`config.mk`:
```
export PLATFORM = sky130hd
export DESIGN_NAME = demo_timer_gen
export DESIGN_NICKNAME = d
export VERILOG_FILES = /design/src/rtl/demo_timer_gen_pkg.sv /design/src/rtl/demo_timer_gen.sv
export SDC_FILE = /design/constraint.sdc
export NUM_CORES = 1
export LEC_CHECK = 0
export CAP_MARGIN = 20
export CORE_MARGIN = 2
export CORE_UTILIZATION = 49
export DETAILED_ROUTE_END_ITERATION = 10
export PLACE_DENSITY = 0.84
export REMOVE_ABC_BUFFERS = 1
export SLEW_MARGIN = 25
export SYNTH_ARGS = -nofsm -noshare
export SYNTH_HDL_FRONTEND = slang
export SYNTH_SLANG_ARGS = --single-unit
```
`constraint.sdc`:
```
create_clock -name clk -period 2.8 [get_ports clk]
set_clock_uncertainty 0.05 [all_clocks]
set_input_delay 0.42 -clock clk [delete_from_list [all_inputs] [get_ports clk]]
set_output_delay 0.42 -clock clk [all_outputs]
set_load 0.05 [all_outputs]
```
`src/rtl/demo_timer_gen_pkg.sv`:
```
// Shared definitions for the demo timer generator: time width, FSM state
// type and a small helper for detecting section boundaries.
package demo_timer_gen_pkg;

  // Width of the demo time value driven into demo_control.
  localparam int DEMO_TIME_BITS = 13;

  // Timer FSM states.
  typedef enum logic [1:0] {
    ST_IDLE  = 2'd0,
    ST_RUN   = 2'd1,
    ST_PAUSE = 2'd2,
    ST_DONE  = 2'd3
  } state_t;

  // A section begins on every timer value whose low ten bits are zero.
  function automatic logic is_section(input logic [DEMO_TIME_BITS-1:0] t);
    return (t[9:0] == 10'd0);
  endfunction

endpackage

```
`src/rtl/demo_timer_gen.sv`:
```
// Demo timer generator: divides frame_tick by FRAMES_PER_TICK and advances a
// demo time counter, with pause/step/seek control and wrap-or-stop at the end.
module demo_timer_gen
  import demo_timer_gen_pkg::*;
#(
  parameter int FRAMES_PER_TICK = 3,
  parameter int LOOP            = 1
) (
  input  logic                      clk,
  input  logic                      rst_n,
  input  logic                      frame_tick,
  input  logic                      run,
  input  logic                      step,
  input  logic                      seek_valid,
  input  logic [DEMO_TIME_BITS-1:0] seek_time,
  output logic                      seek_ready,
  output logic [DEMO_TIME_BITS-1:0] timer,
  output logic                      tick,
  output logic                      section_start,
  output logic                      done
);

  localparam logic [7:0]                PRESC_LAST = 8'(FRAMES_PER_TICK - 1);
  localparam logic [DEMO_TIME_BITS-1:0] TIMER_MAX  = '1;
  localparam logic                      STOP_AT_END = (LOOP == 0);

  state_t                    state;
  logic [7:0]                presc;

  logic                      seek_accept;
  logic                      presc_wrap;
  logic                      step_adv;
  logic                      advance;
  logic                      hit_end;
  logic [DEMO_TIME_BITS-1:0] timer_inc;

  // Seeks are only taken when the timer is not free-running.
  assign seek_ready  = (state != ST_RUN);
  assign done        = (state == ST_DONE);
  assign seek_accept = seek_valid && seek_ready;

  // Advance sources: prescaler rollover while running, or a step while paused.
  // A seek in the same cycle always wins over a step.
  assign presc_wrap = (state == ST_RUN) && frame_tick && (presc == PRESC_LAST);
  assign step_adv   = (state == ST_PAUSE) && step;
  assign advance    = !seek_accept && (presc_wrap || step_adv);
  assign timer_inc  = timer + 1'b1;

  // An advance from the last value with looping disabled parks the timer.
  assign hit_end = advance && (timer == TIMER_MAX) && STOP_AT_END;

  // FSM, prescaler, timer and pulse outputs share one registered process.
  always_ff @(posedge clk or negedge rst_n) begin
    if (!rst_n) begin
      state         <= ST_IDLE;
      presc         <= 8'd0;
      timer         <= '0;
      tick          <= 1'b0;
      section_start <= 1'b0;
    end else begin
      tick          <= 1'b0;
      section_start <= 1'b0;

      if (seek_accept) begin
        timer         <= seek_time;
        presc         <= 8'd0;
        state         <= ST_PAUSE;
        section_start <= is_section(seek_time);
      end else begin
        if ((state == ST_RUN) && frame_tick) begin
          presc <= presc_wrap ? 8'd0 : presc + 8'd1;
        end

        if (advance && !hit_end) begin
          timer         <= timer_inc;
          tick          <= 1'b1;
          section_start <= is_section(timer_inc);
        end

        unique case (state)
          ST_IDLE: begin
            if (run) state <= ST_RUN;
          end
          ST_RUN: begin
            if (hit_end)   state <= ST_DONE;
            else if (!run) state <= ST_PAUSE;
          end
          ST_PAUSE: begin
            // A step holds the state this cycle; run resumes afterwards.
            if (step_adv) begin
              if (hit_end) state <= ST_DONE;
            end else if (run) begin
              state <= ST_RUN;
            end
          end
          ST_DONE: begin
            state <= ST_DONE;
          end
        endcase
      end
    end
  end

endmodule

```
==> flow_summary.yaml, run 1 <==
floorplanning:
  initial_utilization: 0.528
  die-area_sq_um: 3480
  ios: 36
  coreArea_sq_um: 2810
  die_y_um: 59.0
  rows: 19
  die_w_um: 59.0
run_status:
  status: "finished with violations"
  violations: "design-rule violations"
placed_design:
  hpwlAfterDp_um: 2500
  io_buffers: 35
  placed_cell_area_sq_um: 1840
  place_congestion: 0.837
critical_path:
  critical_path_buf_inv_count: 1
  critPathTopFamily: "simple AND/OR/NAND/NOR gates"
  slowest_stage: "or4_1"
  crit_arrival_ns: 2.76
  crit_path_start_kind: "flip-flop"
  crit_path_cell_trace: "inv_1 > ha_1 > or4b_4 > o31a_1 > or4_1 > a31oi_1"
  reg2reg_slack_ns: 0.23
  crit_fanout: 24
  cp.required_ns: 2.99
  worstSetupPathType: "flip-flop to flip-flop"
  endpoint_kind: "flip-flop"
  critPathMaxStageDelay_ns: 0.59
sta:
  final_hold_viol_count: 0
  period_needed_ns: 2.57
  worstMarginPinSlew_ns: 0.779
  slew_headroom: 0.479
  fmax_mhz: 389
  slew_violations: 0
  fin_hold_ws_ns: 0.395
  setup_viol: 0
  period_share: 0.917
  finalSetupTns_ns: 0
  rsz0062_at_grt: "no"
cts:
  cts_tree: "built"
  cts_buffers: 3
  clock_sinks: 25
  cts.clk_slew.worst_paths_ns: 0.15
  cts_hold_buf: 0
  cts_resized: 0
  clockRootBuffer: "clkbuf_4"
  cts_buffer_depth: 2
  post_cts_buffers: 0
  htree_levels: 1
  clk_latency_ns: 0.33
route:
  via_count: 1410
  wl_per_cell_um: 14.7
  drt_iter0_markers: 65
  dr.pass1.iters: 7
  routed_wl_um: 3400
  vias_per_cell: 6.10
  drcViolationCount: 4
  drtAntennaViolNets: 0
layout:
  final_cell_mix: "clkdlybuf4s50_1 (35), dfrtp_1 (25), nor2_1 (17)"
  drive_gt1_frac: 0.0300
  n_antenna_cell: 0
  area_delta_synth_final_pct: 26.3
  fill_cells: 246
  nNetsFinal: 223
  layout_commonest_cell: "clkdlybuf4s50_1"
  stdcell_area_sq_um: 1870
pwr:
  p_per_area_nw_per_um2: 500
  ir_drop_v: 0.000300
  p_leak_nw: 0.731
global_route:
  grt_pass1_wl_um: 5580
  overflow: 0
  antenna_found_initial: 0
  grt_max_degree: 27
  track_usage: 0.210
  grt_pass1_vias: 1266
yosys:
  ys_ff_latch: 25
  synth.distinct_cells: 34
  synthesis.area_sq_um: 1480
  avgSynthCellArea_sq_um: 8.92
  yosys_warnings: 0
  synth-seq-area-share: 0.423
  syn-instance-count: 166
job:
  maxCapViolations: 0
min_path:
  min_path_type: "primary input to asynchronous set/reset pin"
-- path summary, 6_finish.rpt --
path                           from        end  cells past startpoint
min reg2reg                presc[1]   presc[1]                      2
max in group asynchronous     rst_n   timer[3]                      2
min in group clk           presc[1]   presc[1]                      2
min                           rst_n       tick                      2
max reg2reg                presc[0]  timer[10]                      6
max                        presc[0]  timer[10]                      6
-- stage by stage --
stage / setup slack (ns) / power [mW] / std cells / util
4_1_cts: 0.240 / 0.939 / 231 / 0.666
3_3_place_gp: 0.351 / 0.764 / 227 / 0.656
2_1_floorplan: 0.474 / 0.642 / 160 / -
3_5_place_dp: 0.265 / 0.773 / 227 / 0.656
5_1_grt: 0.0921 / 0.981 / 231 / 0.666
6_report: 0.232 / 0.935 / 231 / 0.666
-- flip-flops by register name, indices dropped and copies added (netlist names) --
signal and count:
presc 8, tick 1, section_start 1, timer 13
state 2
-- worst register-to-register path, cell delays in order, from the launching register on --
cell	delay [ns]
dfrtp_1	0.46
inv_1	0.08
ha_1	0.15
or4b_4	0.47
o31a_1	0.52
or4_1	0.60
a31oi_1	0.17
-- power by group --
group          switching (mW)  total [mW]  internal (mW)
Clock                   0.113       0.168         0.0546
Sequential             0.0477       0.439          0.392
Combinational           0.207       0.328          0.121
Total                   0.368       0.935          0.567
-- routing by layer --
layer	GRT usage	vias up	part of all wire
met5	0	-	0
met1	0.283	651	0.46
li1	-	698	-
met2	0.348	57	0.48
met3	0.0286	4	0.060
met4	0.0682	0	0.0056
-- synth_stat cells --
| master | count | area [sq um] |
|---|---|---|
| and4_1 | 2 | 17.5 |
| o31ai_1 | 9 | 67.6 |
| o31a_1 | 1 | 8.76 |
| nand4_1 | 4 | 25.0 |
| nand2b_1 | 2 | 12.5 |
| xnor2_1 | 2 | 17.5 |
| a22o_1 | 1 | 8.76 |
| o21ai_0 | 13 | 65.1 |
| nor2_1 | 17 | 63.8 |
| nor3_1 | 2 | 10.0 |
| a211oi_1 | 2 | 15.0 |
| or4_1 | 7 | 52.6 |
| nand2_1 | 13 | 48.8 |
| xor2_1 | 2 | 17.5 |
| nor4_1 | 3 | 18.8 |
| dfrtp_1 | 25 | 626 |
| and2_1 | 2 | 12.5 |
| ha_1 | 3 | 37.5 |
| and3_1 | 2 | 12.5 |
| nand3b_1 | 3 | 22.5 |
| nor4b_1 | 1 | 8.76 |
| a21o_1 | 1 | 7.51 |
| mux2i_1 | 3 | 30.0 |
| o22a_1 | 1 | 8.76 |
| nor2b_1 | 2 | 12.5 |
| nand3_1 | 7 | 35.0 |
| and3b_1 | 1 | 8.76 |
| or4b_4 | 1 | 13.8 |
| inv_1 | 4 | 15.0 |
| a31oi_1 | 11 | 68.8 |
| or3_1 | 7 | 43.8 |
| a21oi_1 | 6 | 30.0 |
| clkbuf_1 | 4 | 15.0 |
| buf_6 | 2 | 22.5 |
-- cells by family after synthesis --
| logic type | synth area share |
|---|---|
| AO/OA/AOI/OAI | 0.189 |
| multiplexers | 0.0203 |
| buffers and inverters | 0.0355 |
| flip-flops | 0.423 |
| XOR/XNOR | 0.0237 |
| adder cells (fa/ha/maj) | 0.0254 |
| AND/OR/NAND/NOR | 0.283 |
-- cell type report --
cell class | count | area, sq um | area share
Inverter | 4 | 15.0 | 0.00803
Clock buffer | 3 | 22.5 | 0.0120
Timing Repair Buffer | 36 | 358 | 0.191
Sequential cell | 25 | 626 | 0.335
Clock inverter | 1 | 7.51 | 0.00402
Tap cell | 31 | 38.8 | 0.0207
Multi-Input combinational cell | 131 | 802 | 0.429
Power figures use the tool's default switching activity.
==> run 2: changes to the inputs <==
--- a/config.mk
+++ b/config.mk
@@ -8,6 +8,7 @@
 export CAP_MARGIN = 20
 export CORE_MARGIN = 2
 export CORE_UTILIZATION = 49
+export CTS_CLUSTER_DIAMETER = 120
 export DETAILED_ROUTE_END_ITERATION = 10
 export PLACE_DENSITY = 0.84
 export REMOVE_ABC_BUFFERS = 1
@@ -15,3 +16,4 @@
 export SYNTH_ARGS = -nofsm -noshare
 export SYNTH_HDL_FRONTEND = slang
 export SYNTH_SLANG_ARGS = --single-unit
+export TNS_END_PERCENT = 30
==> results of run 2 <==
The final DEF is identical to that of run 1; final timing and power are the same.
